<file path="src/rtl/pattern_run_logger.sv">
// ---------------------------------------------------------------------------
// pattern_run_logger
//
// Measures each contiguous run of q_in=1 cycles coming from the upstream
// two-consecutive-ones detector, counts completed runs and queues each run
// length in a small FIFO. The FIFO is drained through a valid/ready port.
//
// Parameters
//   CNT_W  width of a run-length entry (cycles)
//   DEPTH  FIFO entries, power of two, >= 2
//   EVT_W  width of the completed-run counter
//
// Ports
//   clk          rising-edge clock
//   reset_n      asynchronous active-low reset
//   q_in         detector output, sampled every rising edge
//   rd_ready     consumer accepts the head entry this cycle
//   rd_valid     FIFO non-empty
//   rd_data      head entry (run length); 0 while empty
//   event_count  completed runs since reset, wraps
//   overflow     sticky: a completed run was dropped on a full FIFO
//   busy         high while a run is in progress
//
// Build option
//   PATTERN_RUN_SAT_EN  defined: run length saturates at 2^CNT_W-1.
//                       undefined: run length wraps modulo 2^CNT_W.
// ---------------------------------------------------------------------------
module pattern_run_logger #(
    parameter int CNT_W = 8,
    parameter int DEPTH = 4,
    parameter int EVT_W = 16
) (
    input  logic             clk,
    input  logic             reset_n,
    input  logic             q_in,
    input  logic             rd_ready,
    output logic             rd_valid,
    output logic [CNT_W-1:0] rd_data,
    output logic [EVT_W-1:0] event_count,
    output logic             overflow,
    output logic             busy
);

    localparam int AW    = $clog2(DEPTH);
    localparam int PTR_W = AW + 1;

    typedef enum logic {
        IDLE = 1'b0,
        RUN  = 1'b1
    } state_t;

    // ---------------------------------------------------------------
    // Run measurement FSM
    // ---------------------------------------------------------------
    state_t           state_q, state_d;
    logic [CNT_W-1:0] run_len_q, run_len_d;
    logic             push_req;

    always_ff @(posedge clk or negedge reset_n) begin
        if (!reset_n) begin
            state_q   <= IDLE;
            run_len_q <= '0;
        end else begin
            state_q   <= state_d;
            run_len_q <= run_len_d;
        end
    end

    always_comb begin
        state_d   = state_q;
        run_len_d = run_len_q;
        push_req  = 1'b0;
        case (state_q)
            IDLE: begin
                if (q_in) begin
                    state_d   = RUN;
                    run_len_d = CNT_W'(1);
                end
            end
            RUN: begin
                if (q_in) begin
`ifdef PATTERN_RUN_SAT_EN
                    // Hold at all-ones so an over-long run reports the max.
                    run_len_d = (&run_len_q) ? run_len_q : run_len_q + CNT_W'(1);
`else
                    run_len_d = run_len_q + CNT_W'(1);
`endif
                end else begin
                    // Falling sample: the current length is the finished run.
                    push_req  = 1'b1;
                    state_d   = IDLE;
                    run_len_d = '0;
                end
            end
            default: begin
                state_d   = IDLE;
                run_len_d = '0;
            end
        endcase
    end

    assign busy = (state_q == RUN);

    // ---------------------------------------------------------------
    // Run-length FIFO
    // Pointers carry one extra wrap bit so full and empty are distinct.
    // ---------------------------------------------------------------
    logic [CNT_W-1:0] mem_q [DEPTH];
    logic [PTR_W-1:0] wr_ptr_q, wr_ptr_d;
    logic [PTR_W-1:0] rd_ptr_q, rd_ptr_d;
    logic             empty, full;
    logic             pop, push_ok;

    assign empty = (wr_ptr_q == rd_ptr_q);
    assign full  = (wr_ptr_q[PTR_W-1] != rd_ptr_q[PTR_W-1]) &&
                   (wr_ptr_q[AW-1:0] == rd_ptr_q[AW-1:0]);

    assign pop     = !empty && rd_ready;
    // A full FIFO still takes the push if the head leaves this same cycle;
    // the write lands in the slot the head is vacating.
    assign push_ok = push_req && (!full || pop);

    assign wr_ptr_d = push_ok ? wr_ptr_q + PTR_W'(1) : wr_ptr_q;
    assign rd_ptr_d = pop     ? rd_ptr_q + PTR_W'(1) : rd_ptr_q;

    always_ff @(posedge clk or negedge reset_n) begin
        if (!reset_n) begin
            wr_ptr_q <= '0;
            rd_ptr_q <= '0;
        end else begin
            wr_ptr_q <= wr_ptr_d;
            rd_ptr_q <= rd_ptr_d;
        end
    end

    // Storage needs no reset: nothing is visible until a push lands.
    always_ff @(posedge clk) begin
        if (push_ok) begin
            mem_q[wr_ptr_q[AW-1:0]] <= run_len_q;
        end
    end

    assign rd_valid = !empty;
    assign rd_data  = empty ? '0 : mem_q[rd_ptr_q[AW-1:0]];

    // ---------------------------------------------------------------
    // Event counter and sticky overflow
    // Every completed run counts, whether or not it was stored.
    // ---------------------------------------------------------------
    logic [EVT_W-1:0] event_count_q, event_count_d;
    logic             overflow_q, overflow_d;

    assign event_count_d = push_req ? event_count_q + EVT_W'(1) : event_count_q;
    assign overflow_d    = overflow_q | (push_req & ~push_ok);

    always_ff @(posedge clk or negedge reset_n) begin
        if (!reset_n) begin
            event_count_q <= '0;
            overflow_q    <= 1'b0;
        end else begin
            event_count_q <= event_count_d;
            overflow_q    <= overflow_d;
        end
    end

    assign event_count = event_count_q;
    assign overflow    = overflow_q;

endmodule

</file>
<file path="config.mk">
export PLATFORM = sky130hd
export DESIGN_NAME = pattern_run_logger
export DESIGN_NICKNAME = d
export VERILOG_FILES = /design/src/rtl/pattern_run_logger.sv
export SDC_FILE = /design/constraint.sdc
export NUM_CORES = 1
export LEC_CHECK = 0
export CAP_MARGIN = 20
export CORE_ASPECT_RATIO = 0.9
export CORE_UTILIZATION = 45
export CTS_BUF_LIST = sky130_fd_sc_hd__clkbuf_4
export CTS_CLUSTER_SIZE = 16
export DETAILED_ROUTE_END_ITERATION = 10
export GPL_TIMING_DRIVEN = 1
export HOLD_SLACK_MARGIN = 0.06
export PLACE_DENSITY = 0.66
export SYNTH_ARGS = -nofsm -noshare
export SYNTH_HDL_FRONTEND = slang
export SYNTH_SLANG_ARGS = --single-unit
</file>
<file path="constraint.sdc">
create_clock -name clk -period 2.23 [get_ports clk]
set_input_delay 0.5575 -clock clk [delete_from_list [all_inputs] [get_ports clk]]
set_output_delay 0.5575 -clock clk [all_outputs]
set_load 0.05 [all_outputs]
</file>
==> results of run 1 <==
==> metal layers <==
layer	routed length (um)	vias up	track usage, %
li1	-	797	-
met1	2330	817	23.0
met2	2090	43	22.9
met3	178	11	3.90
met4	124	0	10.5
met5	0	-	0
==> power groups by stage <==
stage | Combinational, mW | Clock (mW) | Sequential [mW]
after global placement | 2.13 | 0 | 1.62
after detailed placement | 2.15 | 0 | 1.62
after global routing | 2.74 | 0.727 | 1.65
after floorplan | 1.20 | 0 | 1.79
after CTS | 2.31 | 0.664 | 1.60
final | 2.60 | 0.639 | 1.61
==> area by class of cell <==
| type | instances | share of cell area, % |
|---|---|---|
| sequential | 64 | 49.3 |
| multi-input combinational | 119 | 28.7 |
| timing repair buffer | 49 | 16.1 |
| clock buffer | 12 | 2.52 |
| tap | 70 | 2.45 |
| clock inverter | 4 | 0.595 |
| inverter | 3 | 0.315 |
==> cells in the final DEF, fill, tap and decap left out, drive strengths merged, types with 2 or more instances in the layout <==
cell type       n
clkdlybuf4s50   7
inv             3
mux4            8
buf            29
and3            4
dlygate4sd2     3
ha              7
nand2          15
mux2            2
and2           12
dlymetal6s2s   10
edfxtp         32
xor2           12
nand4           2
nand3          14
clkbuf         12
clkinv          3
xnor2          17
nor2            8
o21ai           7
dfrtp          32
==> per-stage QoR <==
step	TNS [ps]	worst slack, ps	util (%)	hold WS [ps]
final	-475	-64.0	61.7	479
after global routing	-1360	-172	61.7	511
after CTS	-778	-103	59.7	484
after detailed placement	0	5.95	56.9	459
after global placement	0	50.9	56.9	457
after floorplan	0	89.5	-	262
==> sequential cells by signal, summed over array words and instances, names as in the netlist <==
signal / flops
mem_q: 32
rd_ptr_q: 3
run_len_q: 8
overflow: 1
busy: 1
event_count: 16
wr_ptr_q: 3
==> path summary, 6_finish.rpt <==
path,from,end,slack (ps)
min in group asynchronous,reset_n,overflow,550
setup reg to reg,rd_ptr_q[0],mem_q[3][5],440
hold reg to reg,overflow,overflow,480
hold / removal,overflow,overflow,480
max in group asynchronous,reset_n,run_len_q[6],1360
setup / recovery,rd_ptr_q[0],rd_data[6],-60
==> kinds of logic (layout without fill, tap and decap cells) <==
family / Yosys count / after routing
fa+ha+maj: 7 / 7
buf+inv: 6 / 68
mux: 10 / 10
simple gates: 63 / 63
flops: 64 / 64
xor+xnor: 29 / 29
compound gates: 10 / 10
==> worst max-delay path: cells and delay by family, from the launching register on <==
| kind | cells | cell delay, ps |
|---|---|---|
| buffers and inverters | 2 | 300 |
| muxes | 1 | 510 |
| DFF | 1 | 380 |
| and+or+nand+nor | 1 | 160 |
==> what timing repair did <==
| item | 4_1_cts | 5_1_grt |
|---|---|---|
| buffers inserted | 1 | 2 |
| endpoints found under the hold margin | 0 | 0 |
| hold buffers | 0 | 0 |
| gates cloned | 0 | 1 |
| setup endpoints to repair | 11 | 19 |
| resized for setup | 15 | 27 |
| pin swaps | 3 | 3 |
==> results.md, run 1 <==
* Synthesis-stage register bit count at 64
* Core box area at 5790 um^2
* Worst reg-to-reg path cell count at 6
* CTS sink cnt at 64
* Share of power burned in registers at 33.2%
* PnR worst setup slack at -64.0 ps
* Register area share after synthesis at 64.0%
* Nets at 257
* Post-synthesis compound-gate area fraction at 2.41%
* CP max FO at 8
* Synthesis warning total at 0
* Clock skew at 12.9 ps
* Failing checks: DRC, setup timing
* Final setup fails at 9
* Endpoints failing hold at 0
* DPL Wire Length at 3040 um
* Critical Path Max Stage Delay at 510 ps
* Largest family of logic cells by synthesized area: simple AND/OR/NAND/NOR gates
* Initial antenna violation count at 0
* Fillers at 460
* Critical path type: reg -> out
* Fmax at 0.436 GHz
* I/O pins at 31
* Total routing usage reported by global routing at 16.4%
* Clock group share of total power at 13.2%
* Hold path depth at 1
* Commonest cells post-synth: dfrtp_1 (32), edfxtp_1 (32), xnor2_1 (16)
* Max transition margin at 65.9%
* Synth Area in Adders at 3.18%
* CTS buffer count at 9
* Worst-Margin Slew at 511 ps
* Synth area leaders: edfxtp_1 (35%), dfrtp_1 (29%), mux4_2 (6.5%)
* Clock-pin transition on the worst setup and hold timing paths at 100 ps
* Syn_area_per_cell at 14.6 um^2
* Final Routed Wirelength at 4720 um
* Combinational share of power at 53.6%
* Total power at 4.85 mW
* Pin count of the biggest net entering global routing at 33
* Vias in the first global route at 1577
* Status: finished, violations left
* Final antenna-violating net count at 0
* Max Cap Viol at 0
* Int Pwr at 2.93 mW
* Cell Area, Synth at 2750 um^2
* Mux contribution to synthesized area at 7.36%
* Top_reg_cell synth: edfxtp_1
* Initial Util at 47.6%
* CTS tree: yes
* Synth Area in Simple Gates at 12.4%
* Crit share post-route at 103%
* Detailed Route Iter0 Violations at 73
* Placed Area at 3300 um^2
* DR vias at 1668
* Synth Net Count at 200
* Clock Tree Buf Depth at 2
* Hold Crit Class: reg -> reg
* Skew-Pair Late Insertion Delay at 380 ps
* H-tree levels at 3
* Post-Synth XOR/XNOR Area at 9.50%
* Leakage at 1.64 nW
* Diodes inserted at 0
* GRT overflow at 0
* Layout area overhead at 29.8%
* Worst VDD drop at 0.808 mV
* Number of vias per cell at 5.20
* RSZ-0062 raised after global routing: yes
* Most area-hungry cell type in the Yosys netlist: edfxtp_1
* CP Data Arrival Time at 1740 ps
* Drt pass-1 iters at 7
* Non-Filler Instances at 321
* Chip width at 84.5 um
* Post-synth EDFFs at 32
* FFs w/ async S/R, synth at 50.0%
* Critical path's slowest cell: mux4_2
* Die H at 76.2 um
* GPL Wtd Cong at 0.746
* Critical-path cell list: buf_8 > mux4_2 > and2_4 > buf_12
* Critical Path Source Type: flip-flop
* Switching part of the total at 39.5%
* Layout cells sized above 1 at 29.1%
* Full die area at 6440 um^2
* First-pass GRT wire length at 7850 um
* Total net switching power at 1.91 mW
* Fin crit period at 2290 ps
* Yosys top cell area share at 34.9%
* Final instance area at 3570 um^2
* Multi-input gate area at 1030 um^2
* Routed length per instance at 14.7 um
* Worst EP required at 1670 ps
* Root Driver: clkbuf_4
* Crit path capture type: output pin
* Max-slew violations at 0
* Register Area at 1760 um^2
* Drc violations at 8
* Post-Place Cells at 301
* Port-buffer cells at 30
* Mapped Cells at 189
* Yosys cell types at 29
* Power Density at 1360 nW/um^2
* Core Rows at 26
Note: power is estimated with default switching activity, not from simulation.
==> run 2, diff against run 1 <==
--- a/config.mk
+++ b/config.mk
@@ -7,13 +7,13 @@
 export LEC_CHECK = 0
 export CAP_MARGIN = 20
 export CORE_ASPECT_RATIO = 0.9
-export CORE_UTILIZATION = 45
+export CORE_UTILIZATION = 58
 export CTS_BUF_LIST = sky130_fd_sc_hd__clkbuf_4
 export CTS_CLUSTER_SIZE = 16
 export DETAILED_ROUTE_END_ITERATION = 10
 export GPL_TIMING_DRIVEN = 1
 export HOLD_SLACK_MARGIN = 0.06
-export PLACE_DENSITY = 0.66
+export PLACE_DENSITY = 0.82
 export SYNTH_ARGS = -nofsm -noshare
 export SYNTH_HDL_FRONTEND = slang
 export SYNTH_SLANG_ARGS = --single-unit
==> results.md, run 2 (synthesis results as in run 1) <==
* Status: finished, violations left
* Failing checks: setup timing
* Max Cap Viol at 0 (unchanged)
* CTS sink cnt at 64 (unchanged)
* Final Routed Wirelength at 6260 um (+33%)
* Pre-CTS setup slack at -63.2 ps (-69.2 ps)
* DPL Wire Length at 3910 um (+29%)
* Hold_buf cts at 0 (unchanged)
* Max-slew violations at 0 (unchanged)
* Chip width at 74.6 um (-12%)
* R2R Setup Slk at 240 ps (-200 ps)
* CP max FO at 4 (-4)
* Vias in the first global route at 1832 (+16%)
* CTS tree: yes
* Clock skew at 15.0 ps (+2.14 ps)
* Crit share post-route at 107% (+4.0 points)
* Clock group share of total power at 16.1% (+2.9 points)
* Worst VDD drop at 0.914 mV (+13%)
* Final instance area at 3630 um^2 (+1.5%)
* Worst-Margin Slew at 549 ps (+38.4 ps)
* Diodes inserted at 0 (unchanged)
* Core Rows at 23 (-12%)
* Clock-pin transition on the worst setup and hold timing paths at 110 ps (about the same)
* Fmax at 0.420 GHz (-3.8%)
* Drc violations at 0 (-8)
* Int Pwr at 3.24 mW (+11%)
* Critical-path cell list: clkbuf_16 > mux4_2 > and2_4 > buf_12
* Worst EP required at 1670 ps (about the same)
* Total net switching power at 2.11 mW (+11%)
* PnR worst setup slack at -154 ps (-89.7 ps)
* Switching part of the total at 39.5% (about the same)
* Root Driver: clkbuf_4
* Core box area at 4520 um^2 (-22%)
* Crit path capture type: output pin
* Layout area overhead at 31.7%
* CP Data Arrival Time at 1830 ps (+90 ps)
* Hold Crit Class: reg -> reg
* Commonest non-fill, non-tap cells in the layout: edfxtp_1 (32), dfrtp_1 (31), nand2_1 (15), buf_4 (14)
* Drt pass-1 iters at 4 (-3)
* Total routing usage reported by global routing at 27.8% (+11 points)
* Initial antenna violation count at 0 (unchanged)
* Total power at 5.36 mW (+11%)
* Combinational share of power at 52.7% (-0.9 points)
* Full die area at 5030 um^2 (-22%)
* Leakage at 1.62 nW (-0.88%)
* Port-buffer cells at 30 (unchanged)
* Max FFs per register at 32 (unchanged)
* H-tree levels at 3 (unchanged)
* I/O pins at 31 (unchanged)
* Commonest non-fill, non-tap cell in the layout: edfxtp_1
* Die H at 67.4 um (-12%)
* Fin crit period at 2380 ps (+89.7 ps)
* Skew-Pair Late Insertion Delay at 410 ps (+30 ps)
* Pin count of the biggest net entering global routing at 33 (unchanged)
* Critical path type: reg -> out
* Routed length per instance at 20.1 um (+37%)
* GRT overflow at 0 (unchanged)
* Initial Util at 61.0% (+13 points)
* Final antenna-violating net count at 0 (unchanged)
* Max transition margin at 63.1% (-2.8 points)
* Placed Area at 3320 um^2 (+0.76%)
* Power Density at 1480 nW/um^2 (+9.0%)
* Layout cells sized above 1 at 28.1% (-0.97 points)
* First-pass GRT wire length at 9490 um (+21%)
* Clock Tree Buf Depth at 2 (unchanged)
* CTS buffer count at 9 (unchanged)
* Share of power burned in registers at 31.2% (-2.0 points)
* Endpoints failing hold at 0 (unchanged)
* Final setup fails at 9 (unchanged)
* RSZ-0062 raised after global routing: yes
* Post-layout util at 80.3% (+19 points)
* Critical path's slowest cell: mux4_2
* Nets at 255 (-0.78%)
* GPL Wtd Cong at 0.813 (+8.9%)
* DR vias at 1766 (+5.9%)
* Critical Path Source Type: flip-flop
* Number of vias per cell at 5.68 (+9.3%)
* Detailed Route Iter0 Violations at 147 (+100%)
* Critical Path Max Stage Delay at 500 ps (about the same)
-- run 2: changes by cell type in the layout (fill, tap and decap cells not counted), moves of 3 or more --
cell           previous run  this run
buf_12                    7        11
buf_6                     5         0
buf_8                     4         0
dlygate4sd2_1             3         7
clkbuf_4                 12         9
-- run 2: cell type report --
class,count,area (um^2)
sequential,64,1760
timing repair buffer,46,562
tap,62,77.6
fill,256,892
multi-input combinational,120,1060
clock inverter,7,86.3
inverter,3,11.3
clock buffer,9,67.6
-- run 2: stage by stage --
step                hold WS [ps]  cells  TNS [ps]
floorplan                    262    189         0
global placement             460    291         0
detailed placement           482    291      -504
CTS                          496    311     -1330
global route                 519    311     -1720
finish                       489    311     -1170
-- run 2: worst paths after layout --
kind                            startpoint              end  depth (start not counted)
max                            rd_ptr_q[0]       rd_data[3]                          4
min                        event_count[15]  event_count[15]                          1
max reg2reg                    rd_ptr_q[0]      mem_q[2][0]                          5
min reg2reg                event_count[15]  event_count[15]                          1
max in group asynchronous          reset_n      rd_ptr_q[0]                          2
min in group asynchronous          reset_n      wr_ptr_q[2]                          2
-- run 2: power groups by stage --
stage	registers, mW	logic, mW	clock network (mW)
2_1_floorplan	1.79	1.20	0
3_3_place_gp	1.61	2.36	0
3_5_place_dp	1.63	2.43	0
4_1_cts	1.64	2.78	0.859
5_1_grt	1.70	2.97	0.914
6_report	1.67	2.82	0.862
-- run 2: worst max-delay path: cells and delay by family (launching register included) --
family	cells	cell delay, ps
buffers and inverters	2	310
multiplexers	1	500
AND/OR/NAND/NOR	1	170
flip-flops	1	440
-- run 2: routing by layer --
layer  global-route usage [%]  wire [um]  part of all wire [%]  up-vias
met5                        0          0                     0        -
met3                     5.67        209                   3.3       23
met2                     45.9       3360                    54       54
met4                     15.1        229                   3.7        0
li1                         -          -                     -      791
met1                     34.4       2460                    39      898
-- run 2: what timing repair did --
item / in CTS / in global routing
setup endpoints to repair: 16 / 17
resized for setup: 23 / 12
setup buffers: 2 / 0
pin swaps: 5 / 5
cloned: 2 / 0
==> run 3, diff against run 2 <==
--- a/config.mk
+++ b/config.mk
@@ -5,6 +5,7 @@
 export SDC_FILE = /design/constraint.sdc
 export NUM_CORES = 1
 export LEC_CHECK = 0
+export ABC_AREA = 1
 export CAP_MARGIN = 20
 export CORE_ASPECT_RATIO = 0.9
 export CORE_UTILIZATION = 58
@@ -13,7 +14,7 @@
 export DETAILED_ROUTE_END_ITERATION = 10
 export GPL_TIMING_DRIVEN = 1
 export HOLD_SLACK_MARGIN = 0.06
-export PLACE_DENSITY = 0.82
+export PLACE_DENSITY = 0.81
 export SYNTH_ARGS = -nofsm -noshare
 export SYNTH_HDL_FRONTEND = slang
 export SYNTH_SLANG_ARGS = --single-unit
==> results.md, run 3 <==
* Port-buffer cells at 30 (unchanged)
* DPL Wire Length at 4550 um (+16%)
* H-tree levels at 3 (unchanged)
* Synthesis-stage register bit count at 64 (unchanged)
* Nets at 379 (+49%)
* Diodes inserted at 0 (unchanged)
* I/O pins at 31 (unchanged)
* Clock Tree Buf Depth at 2 (unchanged)
* Pin count of the biggest net entering global routing at 33 (unchanged)
* Yosys top cell area share at 32.2% (-2.7 points)
* GRT overflow at 0 (unchanged)
* CTS buffer count at 9 (unchanged)
* CP Data Arrival Time at 1820 ps (about the same)
* Combinational share of power at 57.6% (+4.9 points)
* Clock skew at 20.7 ps (+5.70 ps)
* Crit path capture type: output pin
* Total routing usage reported by global routing at 26.8% (-0.97 points)
* Synthesis warning total at 0 (unchanged)
* Yosys cell types at 28 (-3.4%)
* CTS sink cnt at 64 (unchanged)
* Hold Crit Class: reg -> reg
* RSZ-0062 raised after global routing: yes
* Pre-CTS setup slack at 123 ps (+186 ps)
* Power Density at 1480 nW/um^2 (-0.15%)
* CTS tree: yes
* Synth Net Count at 320 (+60%)
* Max Cap Viol at 0 (unchanged)
* Commonest non-fill, non-tap cell in the layout: nand2_1
* Total net switching power at 2.49 mW (+18%)
* Skew-Pair Late Insertion Delay at 410 ps (about the same)
* Commonest cells post-synth: nand2_1 (68), nor2_1 (46), inv_1 (34)
* Commonest non-fill, non-tap cells in the layout: nand2_1 (60), nor2_1 (40), edfxtp_1 (32), dfrtp_1 (30), inv_1 (25)
* Status: finished, violations left
* Mapped Cells at 309 (+63%)
* Share of power burned in registers at 28.8% (-2.4 points)
* Syn_area_per_cell at 9.67 um^2 (-34%)
* Max FFs per register at 32 (unchanged)
* Vias in the first global route at 2265 (+24%)
* Post-synth EDFFs at 32 (unchanged)
* Failing checks: setup timing
* Layout area overhead at 28.3%
* Clock group share of total power at 13.6% (-2.5 points)
* Most area-hungry cell type in the Yosys netlist: edfxtp_1
* Worst EP required at 1670 ps (about the same)
* First-pass GRT wire length at 10700 um (+12%)
* Fmax at 0.420 GHz (+0.18%)
* Setup TNS at -1050 ps (+126 ps)
* Leakage at 1.78 nW (+9.5%)
* Detailed Route Iter0 Violations at 172 (+17%)
* Worst VDD drop at 1.02 mV (+11%)
* Clock-pin transition on the worst setup and hold timing paths at 100 ps (about the same)
* Most frequent cell after synthesis: nand2_1
* GPL Wtd Cong at 0.869 (+6.9%)
* Die H at 70.1 um (+4.0%)
* Fillers at 318 (+24%)
* Chip width at 77.6 um (+4.0%)
* Core Rows at 24 (+4.3%)
* Drc violations at 0 (unchanged)
* DR vias at 2352 (+33%)
* Core box area at 4890 um^2 (+8.3%)
* Full die area at 5440 um^2 (+8.2%)
* Critical Path Source Type: flip-flop
* Final setup fails at 9 (unchanged)
* Register area share after synthesis at 59.0% (-5.0 points)
* Top_reg_cell synth: edfxtp_1
* Max-slew violations at 0 (unchanged)
* CP max FO at 6 (+2)
* Int Pwr at 3.16 mW (-2.6%)
* Critical path type: reg -> out
* PnR worst setup slack at -150 ps (+4.17 ps)
* Routed length per instance at 16.1 um (-20%)
* Synth area leaders: edfxtp_1 (32%), dfrtp_1 (27%), nand2_1 (8.5%)
* Final Routed Wirelength at 7070 um (+13%)
* Max transition margin at 66.1% (+3.0 points)
* Initial antenna violation count at 0 (unchanged)
* Layout cells sized above 1 at 24.1% (-4.0 points)
* Root Driver: clkbuf_4
* Final antenna-violating net count at 0 (unchanged)
* FFs w/ async S/R, synth at 50.0% (unchanged)
* Switching part of the total at 44.1% (+4.6 points)
* Drt pass-1 iters at 4 (unchanged)
* Fin crit period at 2380 ps (-4.17 ps)
* Multi-input gate area at 1140 um^2 (+7.4%)
* Crit share post-route at 107% (-0.19 points)
* Register Area at 1760 um^2 (about the same)
* Worst-Margin Slew at 507 ps (-41.8 ps)
* Endpoints failing hold at 0 (unchanged)
* Initial Util at 61.0% (+0.065 points)
* Number of vias per cell at 5.37 (-5.4%)
* Cell Area, Synth at 2990 um^2 (+8.5%)
==> run 3: changes by cell type in the layout (fill, tap and decap cells not counted), moves of 6 or more <==
cell	before	now
nand2_1	15	60
nor2_1	8	40
inv_1	3	25
o21ai_1	0	16
o21ai_0	7	18
nand2_2	0	10
xnor2_1	13	4
and2_4	8	0
inv_2	0	8
mux4_2	8	0
nor2_2	0	6
==> run 3: logic make-up (layout without fill, tap and decap cells) <==
kind of cell	Yosys count	after routing	synth area share (%)
fa+ha+maj	7	7	2.93
flops	64	64	59.0
simple gates	141	142	20.3
xor+xnor	15	15	4.40
compound gates	42	42	7.54
buf+inv	40	103	5.82
==> run 3: worst paths after layout <==
| path | to | cells after the start | slack (ps) | from |
|---|---|---|---|---|
| worst max-delay path | rd_valid | 6 | -150 | rd_ptr_q[0] |
| worst min-delay path | overflow | 1 | 510 | overflow |
| worst max register to register | mem_q[0][2] | 10 | 110 | rd_ptr_q[0] |
| worst min register to register | overflow | 1 | 510 | overflow |
| max in group asynchronous | wr_ptr_q[1] | 2 | 1360 | reset_n |
| min in group asynchronous | rd_ptr_q[2] | 2 | 550 | reset_n |
==> run 3: area by class of cell <==
type	instances	share of cell area [%]
well taps	65	2.12
inverters	34	3.43
clock inverters	4	1.18
multi-input cells	206	29.7
repair buffers	52	15.0
repair inverters	1	0.196
clock buffers	12	2.35
flip-flops and latches	64	46.0
==> run 3: through the flow <==
step / util [%] / instances / total power [mW] / hold WS, ps / cell area [um^2]
4_1_cts: 74.8 / 430 / 5.20 / 505 / 3660
6_report: 78.3 / 438 / 5.65 / 506 / 3830
2_1_floorplan: - / 309 / 3.21 / 262 / 2990
3_3_place_gp: 71.2 / 408 / 4.21 / 488 / 3480
5_1_grt: 78.3 / 438 / 5.91 / 526 / 3830
3_5_place_dp: 71.2 / 408 / 4.28 / 473 / 3480
==> run 3: power groups by stage <==
stage          combinational, mW  sequential, mW  clock, mW
5_1_grt                     3.44            1.65      0.822
4_1_cts                     2.80            1.61      0.787
2_1_floorplan               1.43            1.77          0
3_5_place_dp                2.66            1.61          0
3_3_place_gp                2.60            1.61          0
6_report                    3.25            1.63      0.770
==> run 3: per-layer routing <==
metal  GRT usage (%)  up-vias  share of wire [%]
met1            33.1     1125                 41
li1                -     1125                  -
met5               0        -                  0
met4            11.3        0                2.9
met2            43.3       84                 50
met3            8.76       18                6.2
==> run 3: worst max-delay path, cell delays in order, from the launching register on <==
cell	delay, ps
dfrtp_2	500
buf_6	150
xor2_2	180
nor2_4	180
nand2_4	120
buf_6	160
buf_12	140
==> run 3: what timing repair did <==
| item | 4_1_cts | 5_1_grt |
|---|---|---|
| endpoints found under the setup margin | 20 | 13 |
| gates cloned | 1 | 1 |
| pin swaps | 1 | 12 |
| setup buffers | 5 | 7 |
| gates resized for setup | 17 | 56 |
| hold buffers | 0 | 0 |
